**config.mk**
```make
export PLATFORM = sky130hd
export DESIGN_NAME = fare_accum_flat
export DESIGN_NICKNAME = d
export VERILOG_FILES = /design/src/rtl/fare_accum_if.sv /design/src/rtl/fare_accum.sv /design/src/flat_wrapper.sv
export SDC_FILE = /design/constraint.sdc
export NUM_CORES = 1
export LEC_CHECK = 0
export BUFFER_PORTS_ARGS = -buffer_cell sky130_fd_sc_hd__buf_2
export CAP_MARGIN = 20
export CORE_MARGIN = 3
export CORE_UTILIZATION = 35
export DETAILED_ROUTE_END_ITERATION = 10
export SLEW_MARGIN = 20
export SYNTH_ARGS = -nofsm -noshare
export SYNTH_HDL_FRONTEND = slang
export SYNTH_SLANG_ARGS = --single-unit
```
**constraint.sdc**
```tcl
create_clock -name clk -period 4.2 [get_ports clk]
set_clock_uncertainty 0.1 [all_clocks]
set_input_delay 0.21 -clock clk [delete_from_list [all_inputs] [get_ports clk]]
set_output_delay 0.21 -clock clk [all_outputs]
set_load 0.02 [all_outputs]
```
**src/rtl/fare_accum_if.sv**
```systemverilog
// Handshake/bus bundle for fare_accum: pulse qualifiers, tariff table and BCD total.
// The master side drives the pulse/tariff inputs; the slave side is the accumulator.
interface fare_accum_if #(
   parameter int DIGITS      = 4,
   parameter int UNIT_DIGITS = 3,
   parameter int NUM_RATES   = 2
);
   localparam int RSEL_W = (NUM_RATES > 1) ? $clog2(NUM_RATES) : 1;

   logic                               fare_pulse;
   logic                               en;
   logic                               hold;
   logic                               clr;
   logic [RSEL_W-1:0]                  rate_sel;
   logic [NUM_RATES*UNIT_DIGITS*4-1:0] unit_fare_bus;
   logic [DIGITS*4-1:0]                fare_bcd;
   logic                               busy;
   logic                               upd;
   logic                               sat;
   logic                               ovf;

   modport master (
      output fare_pulse, en, hold, clr, rate_sel, unit_fare_bus,
      input  fare_bcd, busy, upd, sat, ovf
   );

   modport slave (
      input  fare_pulse, en, hold, clr, rate_sel, unit_fare_bus,
      output fare_bcd, busy, upd, sat, ovf
   );
endinterface

```
**src/rtl/fare_accum.sv**
```systemverilog
// Digit-serial BCD fare accumulator with a tariff table and a 7-deep pulse queue.
// Optional feature macro FARE_SAT_EN: saturate the total at all 9s instead of wrapping.
module fare_accum #(
   parameter int DIGITS      = 4,
   parameter int UNIT_DIGITS = 3,
   parameter int NUM_RATES   = 2
) (
   input  logic          clk,
   input  logic          rst_n,
   fare_accum_if.slave   bus
);
   localparam int IDX_W  = $clog2(DIGITS);
   localparam int UNIT_W = UNIT_DIGITS * 4;

   typedef enum logic [1:0] {IDLE, ADD, COMMIT} state_t;

   state_t                state_reg, state_next;
   logic [DIGITS*4-1:0]   fare_reg;
   logic [DIGITS*4-1:0]   shadow_reg;
   logic [DIGITS*4-1:0]   addend_reg;
   logic [DIGITS*4-1:0]   addend_sel;
   logic [IDX_W-1:0]      idx_reg;
   logic [2:0]            pending_reg;
   logic                  carry_reg;
   logic                  upd_reg;
   logic                  ovf_reg;
   logic                  qp;
   logic                  request;
   logic                  last_digit;
   logic [UNIT_W-1:0]     rates [NUM_RATES];
   logic [UNIT_W-1:0]     tariff;
   logic [3:0]            acc_dig;
   logic [3:0]            add_dig;
   logic [3:0]            sum_dig;
   logic [4:0]            sum_raw;
   logic                  sum_carry;

   assign qp         = bus.fare_pulse & bus.en & ~bus.hold;
   assign request    = qp | (pending_reg != 3'd0);
   assign last_digit = (idx_reg == IDX_W'(DIGITS - 1));

   for (genvar gi = 0; gi < NUM_RATES; gi++) begin : g_rates
      assign rates[gi] = bus.unit_fare_bus[gi*UNIT_W +: UNIT_W];
   end

   // Out-of-range selectors fall back to rate 0.
   always_comb begin
      tariff = rates[0];
      for (int r = 1; r < NUM_RATES; r++) begin
         if (bus.rate_sel == $bits(bus.rate_sel)'(r)) tariff = rates[r];
      end
   end

   for (genvar gi = 0; gi < DIGITS; gi++) begin : g_addend
      if (gi < UNIT_DIGITS) begin : g_unit
         assign addend_sel[gi*4 +: 4] = (tariff[gi*4 +: 4] > 4'd9) ? 4'd0 : tariff[gi*4 +: 4];
      end else begin : g_ext
         assign addend_sel[gi*4 +: 4] = 4'd0;
      end
   end

   always_comb begin
      acc_dig   = fare_reg[idx_reg*4 +: 4];
      add_dig   = addend_reg[idx_reg*4 +: 4];
      sum_raw   = 5'(acc_dig) + 5'(add_dig) + 5'(carry_reg);
      sum_dig   = sum_raw[3:0];
      sum_carry = 1'b0;
      if (sum_raw > 5'd9) begin
         sum_dig   = 4'(sum_raw - 5'd10);
         sum_carry = 1'b1;
      end
   end

   always_comb begin
      state_next = state_reg;
      case (state_reg)
         IDLE:    if (request) state_next = ADD;
         ADD:     if (last_digit) state_next = COMMIT;
         COMMIT:  state_next = IDLE;
         default: state_next = IDLE;
      endcase
      if (bus.clr) state_next = IDLE;
   end

   always_ff @(posedge clk or negedge rst_n) begin
      if (!rst_n) state_reg <= IDLE;
      else        state_reg <= state_next;
   end

`ifdef FARE_SAT_EN
   logic sat_reg;

   always_ff @(posedge clk or negedge rst_n) begin
      if (!rst_n)                              sat_reg <= 1'b0;
      else if (bus.clr)                        sat_reg <= 1'b0;
      else if (state_reg == COMMIT && carry_reg) sat_reg <= 1'b1;
   end

   assign bus.sat = sat_reg;
`else
   assign bus.sat = 1'b0;
`endif

   always_ff @(posedge clk or negedge rst_n) begin
      if (!rst_n) begin
         fare_reg    <= '0;
         shadow_reg  <= '0;
         addend_reg  <= '0;
         idx_reg     <= '0;
         pending_reg <= 3'd0;
         carry_reg   <= 1'b0;
         upd_reg     <= 1'b0;
         ovf_reg     <= 1'b0;
      end else if (bus.clr) begin
         fare_reg    <= '0;
         idx_reg     <= '0;
         pending_reg <= 3'd0;
         carry_reg   <= 1'b0;
         upd_reg     <= 1'b0;
         ovf_reg     <= 1'b0;
      end else begin
         upd_reg <= 1'b0;
         case (state_reg)
            IDLE: begin
               if (request) begin
                  addend_reg  <= addend_sel;
                  pending_reg <= pending_reg + {2'b00, qp} - 3'd1;
                  idx_reg     <= '0;
                  carry_reg   <= 1'b0;
               end
            end
            ADD: begin
               shadow_reg[idx_reg*4 +: 4] <= sum_dig;
               carry_reg                  <= sum_carry;
               idx_reg                    <= idx_reg + IDX_W'(1);
            end
            COMMIT: begin
               upd_reg <= 1'b1;
`ifdef FARE_SAT_EN
               // Once saturated, later adds are pinned at all 9s as well.
               if (carry_reg || sat_reg) fare_reg <= {DIGITS{4'h9}};
               else                      fare_reg <= shadow_reg;
`else
               fare_reg <= shadow_reg;
`endif
            end
            default: ;
         endcase
         // Pulses arriving during an add are queued; a full queue drops them.
         if (state_reg != IDLE && qp) begin
            if (pending_reg == 3'd7) ovf_reg     <= 1'b1;
            else                     pending_reg <= pending_reg + 3'd1;
         end
      end
   end

   assign bus.fare_bcd = fare_reg;
   assign bus.busy     = (state_reg != IDLE);
   assign bus.upd      = upd_reg;
   assign bus.ovf      = ovf_reg;
endmodule
```
**src/flat_wrapper.sv**
```systemverilog
// flat-port wrapper written by rule: the top's interface ports become plain ports
module fare_accum_flat 
#(
   parameter int DIGITS      = 4,
   parameter int UNIT_DIGITS = 3,
   parameter int NUM_RATES   = 2
)
  (clk, rst_n, bus_fare_pulse, bus_en, bus_hold, bus_clr, bus_rate_sel, bus_unit_fare_bus, bus_fare_bcd, bus_busy, bus_upd, bus_sat, bus_ovf);
  fare_accum_if #(.DIGITS(DIGITS), .UNIT_DIGITS(UNIT_DIGITS), .NUM_RATES(NUM_RATES)) bus_i ();
  input  logic clk;
  input  logic rst_n;
  input wire logic [$bits(bus_i.fare_pulse)-1:0] bus_fare_pulse;
  input wire logic [$bits(bus_i.en)-1:0] bus_en;
  input wire logic [$bits(bus_i.hold)-1:0] bus_hold;
  input wire logic [$bits(bus_i.clr)-1:0] bus_clr;
  input wire logic [$bits(bus_i.rate_sel)-1:0] bus_rate_sel;
  input wire logic [$bits(bus_i.unit_fare_bus)-1:0] bus_unit_fare_bus;
  output wire logic [$bits(bus_i.fare_bcd)-1:0] bus_fare_bcd;
  output wire logic [$bits(bus_i.busy)-1:0] bus_busy;
  output wire logic [$bits(bus_i.upd)-1:0] bus_upd;
  output wire logic [$bits(bus_i.sat)-1:0] bus_sat;
  output wire logic [$bits(bus_i.ovf)-1:0] bus_ovf;
  assign bus_i.fare_pulse = bus_fare_pulse;
  assign bus_i.en = bus_en;
  assign bus_i.hold = bus_hold;
  assign bus_i.clr = bus_clr;
  assign bus_i.rate_sel = bus_rate_sel;
  assign bus_i.unit_fare_bus = bus_unit_fare_bus;
  assign bus_fare_bcd = bus_i.fare_bcd;
  assign bus_busy = bus_i.busy;
  assign bus_upd = bus_i.upd;
  assign bus_sat = bus_i.sat;
  assign bus_ovf = bus_i.ovf;
  fare_accum #(.DIGITS(DIGITS), .UNIT_DIGITS(UNIT_DIGITS), .NUM_RATES(NUM_RATES)) u_core (.clk(clk), .rst_n(rst_n), .bus(bus_i));
endmodule
```
* Word level (Yosys, flattened, before mapping)
Cells that the tools add are included.
** Storage, ports and cells
- Register bits :: 54
- Latch bits :: 0
- RAM bits :: 0
- Memory bits (read-only) :: 0
- Input port bits :: 31
- Output and inout bits :: 20
- Logic and storage cells :: 78
- Memories :: 0
** Operators by class
- Add/subtract/negate cells :: 8
- Multipliers :: 0
- Divide/modulo/power cells :: 0
- $lt $le $gt $ge :: 4
- Eq/ne operators :: 6
- Shift operators :: 4
- Mux-type cells :: 29
- Bitwise logic cells :: 5
- Reduce and logical (&&, ||, !) cells :: 13
** Operator list (count)
- negator 4 -> 34 bit :: 1
- variable shift 4 x 34 -> 16 bit (first input constant) :: 1
- variable part select 4 x 34 -> 16 bit :: 1
- two-way mux 16 bit :: 2
- variable part select 16 x 5 -> 4 bit :: 2
- bitwise mux 16 bit :: 1
- two-way mux 4 bit :: 4
- two-way mux 3 bit :: 5
- > comparator 4 bit (second input constant) :: 3
- two-way mux 12 bit :: 1
- two-way mux 2 bit :: 5
- two-way mux 1 bit :: 8
- case mux 2 bit (2 select lines) :: 2
- AND reduction 2 bit :: 4
- nonzero test 2 bit :: 4
- inequality test 3 x 2 -> 1 bit (second input constant) :: 2
- nonzero test 3 bit :: 2
- adder 4 x 4 -> 5 bit :: 1
- adder 5 x 1 -> 5 bit :: 1
- > comparator 5 x 4 -> 1 bit (second input constant) :: 1
- == test 2 bit (second input constant) :: 2
- subtractor 4 bit (second input constant) :: 1
- adder 3 x 1 -> 3 bit :: 1
- adder 3 x 1 -> 3 bit (second input constant) :: 1
- 11 further kinds :: 13

* Depth between registers and ports, before layout
- Depth in word-level cells :: 9
- Mapped depth :: 15
- Depth with buffers taken out :: 14

* Least setup slack after synthesis
Ideal clock, no wire load.
- Path type :: reg2reg
- From :: register u_core.idx_reg[0]
- To :: register u_core.shadow_reg[10]
- Library setup time :: 66 ps
- Arrival time :: 3628 ps
- Data required time :: 4034 ps
- Slack :: 406 ps
- Cell stages (with the launch flop) :: 12
- Path buffers :: 2
- Clock period less this slack :: 3794 ps
- Cells stage by stage :: dfrtp_1 -> clkbuf_1 -> clkbuf_1 -> mux4_2 -> fa_1 -> inv_1 -> fa_1 -> ha_1 -> a32o_1 -> o311ai_4 -> mux2i_1 -> a22o_1
** Between the ends
- Longest elaborated chain between the ends :: 7
- Elaborated cells between the ends (all ways) :: 11
- Classes of those cells :: add/sub: 4; order compare: 1; shift: 4; mux: 2
** RTL lines
- start: declaration :: line fare_accum.sv:22 : logic [IDX_W-1:0] idx_reg;
- start signal: assignment :: line fare_accum.sv:135 : idx_reg <= idx_reg + IDX_W'(1);
- variable part select 16 x 5 -> 4 bit, on equally long branches :: line fare_accum.sv:63, fare_accum.sv:64
- adder 4 x 4 -> 5 bit :: line fare_accum.sv:65 : sum_raw = 5'(acc_dig) + 5'(add_dig) + 5'(carry_reg);
- adder 5 x 1 -> 5 bit :: line fare_accum.sv:65
- subtractor 4 bit or > comparator 5 x 4 -> 1 bit (tied branches) :: line fare_accum.sv:69, fare_accum.sv:68
- two-way mux 4 bit :: line fare_accum.sv:68 : if (sum_raw > 5'd9) begin
- variable part select 4 x 34 -> 16 bit :: line fare_accum.sv:133 : shadow_reg[idx_reg*4 +: 4] <= sum_dig;
- bitwise mux 16 bit * :: line fare_accum.sv:133
- end signal: indexed assignment :: line fare_accum.sv:133
- end: declaration :: line fare_accum.sv:19 : logic [DIGITS*4-1:0] shadow_reg;
Mark *: on every way between the ends. The rest lies on a longest branch, timed or not.
A chain may end at the register's enable or synchronous reset.

* Worst setup path after layout
- From :: register u_core.idx_reg[0]
- To :: register u_core.shadow_reg[13]
The elaborated chain is that of the path after synthesis.

==> flow_metrics.env <==
export IMPL_cap_violations=0
export IMPL_layout_common_cells="dfrtp_1, buf_2, nand2_1"
export IMPL_row_count=32
export IMPL_fin_crit_sh_pct=88.8
export IMPL_cts_root_buf="clkbuf_8"
export IMPL_ctsResizeCount=0
export IMPL_diodes=0
export IMPL_relSlewSlack_pct=31.3
export IMPL_grt_usage_pct=13.5
export IMPL_core_region_area_mm2=0.00793
export IMPL_setup_tns_ns=0
export IMPL_syn_num_nets=322
export IMPL_setup_viol=0
export IMPL_yosys_area_share_simple_pct=11.4
export IMPL_drc=0
export IMPL_grt_pass1_wl_um=10500
export IMPL_grt_pass1_vias=2188
export IMPL_gr_total_overflow=0
export IMPL_postRouteAntennaNets=0
export IMPL_pin_count=51
export IMPL_synth_area_mm2=0.00294
export IMPL_power_uw=1630
export IMPL_ir_worst_vdd_v=0.000177
export IMPL_worstPathBufferInverterCount=2
export IMPL_cp_required_ns=4.31
export IMPL_crit_chain="inv_1, nor2_1, nand2_1, o21ai_0, fa_1, inv_1, fa_1, xor2_1, ha_1, nand2_1, a32o_1, o311ai_4, xor2_1, o31ai_1"
export IMPL_synth_top_family_by_area="compound AO/OA/AOI/OAI gates"
export IMPL_worst_slew_pin_slew_ns=1.03
export IMPL_routed_wl_um=6150
export IMPL_yosysTopAreaCellShare_pct=45.9
export IMPL_hold_ws_ns=0.129
export IMPL_dieWidth_um=97.7
export IMPL_clock_sinks=54
export IMPL_avgSynthCellArea_um2=10.8
export IMPL_antenna_found_initial=0
export IMPL_ys_seq_elements=54
export IMPL_drt_iter0_drc=98
export IMPL_syn_to_final_growth_pct=15.1
export IMPL_dr_pass1_iters=4
export IMPL_clkTransAtPathRegs_ns=0.11
export IMPL_synth_compound_gate_area_share_pct=18.0
export IMPL_insertion_delay_ns=0.32
export IMPL_initial_core_util_pct=37.1
export IMPL_cts_tree="yes"
export IMPL_yosys_cell_types_count=42
export IMPL_finalCriticalPeriod_ns=3.73
export IMPL_vias=2195
export IMPL_p_leak_uw=0.00164
export IMPL_hold_viol=0
export IMPL_fmax_mhz=268
export IMPL_cpMaxStageDelayCell="dfrtp_1"
export IMPL_drive_above_1_share_pct=23.6
export IMPL_postCtsSetupBuffers=0
export IMPL_dp_hpwl_um=4610
export IMPL_slew_violations=0
export IMPL_synth_xor_area_share_pct=0.595
export IMPL_critPathTopFamily="adder cells"
export IMPL_avgViaCountPerCell=5.18
export IMPL_io_buffer_count=49
export IMPL_ys_top_cells_by_area="dfrtp_1, ha_1, mux2i_1, a22o_1, o31ai_1"
export IMPL_layout_nets=370
export IMPL_hold_class="primary input to flip-flop"
export IMPL_crit_path_start_kind="flip-flop"
export IMPL_die_area_mm2=0.00954
export IMPL_powerDensity_mw_per_mm2=482
export IMPL_die_h_um=97.7
export IMPL_crit_arrival_ns=3.83
export IMPL_grt_max_degree=55
export IMPL_grt_setup_unrepaired="false"
export IMPL_ys_seq_area_share_pct=45.9
export IMPL_cp_end_kind="flip-flop"
export IMPL_mostFrequentLayoutCell="dfrtp_1"
export IMPL_cts_buffers=5
export IMPL_cp_max_fo=10
export IMPL_status="finished clean"
export IMPL_worst_slack_ns=0.471
export IMPL_worstSetupPathType="flip-flop to flip-flop"
export IMPL_netlist_instances=273
export IMPL_htree_levels=2
export IMPL_yosys_area_top_type="dfrtp_1"
export IMPL_gp_congestion=0.872
export IMPL_avgRoutedWirePerCell_um=14.5
export IMPL_cts_max_path_buffers=2
export IMPL_slowest_delay_ns=0.54
export IMPL_synth_mux_area_share_pct=12.1
export IMPL_yosys_warnings=0
export IMPL_synth_adder_area_share_pct=8.17
export IMPL_dp_slack_ns=0.480
cells by family (layout without fill, tap and decap cells):
kind of cell	Yosys count	count (layout)
adders and majority gates	18	18
and+or+nand+nor	73	73
other	1	1
AOI/OAI and AO/OA	71	71
xor gates and xnor gates	2	2
muxes	29	29
DFF	54	54
buffers and inverters	25	74
final timing paths:
path                                           start               endpoint  slack [ns]  cells after the start
worst max-delay path               u_core.idx_reg[0]  u_core.shadow_reg[13]        0.47                     14
worst min-delay path                         bus_clr  u_core.pending_reg[2]        0.13                      2
worst max register to register     u_core.idx_reg[0]  u_core.shadow_reg[13]        0.47                     14
worst min register to register  u_core.addend_reg[3]   u_core.addend_reg[3]        0.39                      2
max in group asynchronous                      rst_n   u_core.shadow_reg[6]        3.11                      3
min in group asynchronous                      rst_n         u_core.bus.ovf        0.44                      3
per-stage QoR:
stage / cell area, um2 / cells / utilization (%)
global placement: 3280 / 415 / 41.4
CTS: 3390 / 424 / 42.7
detailed placement: 3280 / 415 / 41.4
global route: 3390 / 424 / 42.7
floorplan: 2940 / 273 / -
finish: 3390 / 424 / 42.7
layout make-up:
type | count | area (um2)
well taps | 102 | 128
repair buffers | 53 | 278
multi-input cells | 194 | 1480
clock buffers | 5 | 68.8
flip-flops and latches | 54 | 1350
inverters | 13 | 48.8
fillers | 785 | 4540
clock inverters | 3 | 28.8
synthesized netlist by cell type, drive strengths merged:
| cell | n |
|---|---|
| a21oi | 14 |
| nor3 | 3 |
| xor2 | 2 |
| nor3b | 3 |
| a311o | 1 |
| o311ai | 1 |
| buf | 5 |
| a22o | 20 |
| and2 | 1 |
| mux2 | 6 |
| nand2b | 1 |
| a211oi | 2 |
| a32o | 1 |
| or2 | 2 |
| clkbuf | 7 |
| inv | 13 |
| a22oi | 2 |
| a31oi | 1 |
| o21ai | 8 |
| a31o | 1 |
| nor2 | 23 |
| mux2i | 19 |
| and3 | 1 |
| or3 | 2 |
| a41o | 1 |
| ha | 16 |
| conb | 1 |
| nor2b | 2 |
| nand2 | 33 |
| nand3 | 1 |
| o31ai | 19 |
| mux4 | 4 |
| dfrtp | 54 |
| nand3b | 1 |
| fa | 2 |
routing by layer:
metal	vias up	share of wire, %	track usage (%)	wire (um)
li1	1087	-	-	-
met1	1046	49	18.2	3040
met2	56	44	21.8	2720
met3	6	5.2	3.02	318
met4	0	1.2	3.94	71
met5	-	0	0	0
power breakdown:
group	internal (uW)	leakage, uW	switching, uW
Clock	125	0.0000506	188
Combinational	267	0.000856	368
Sequential	610	0.000738	74.7
what timing repair did:
action | 4_1_cts | 5_1_grt
hold endpoints to repair | 54 | 0
setup endpoints to repair | 0 | 0
hold buffers | 1 | 0
Power figures use the tool's default switching activity.
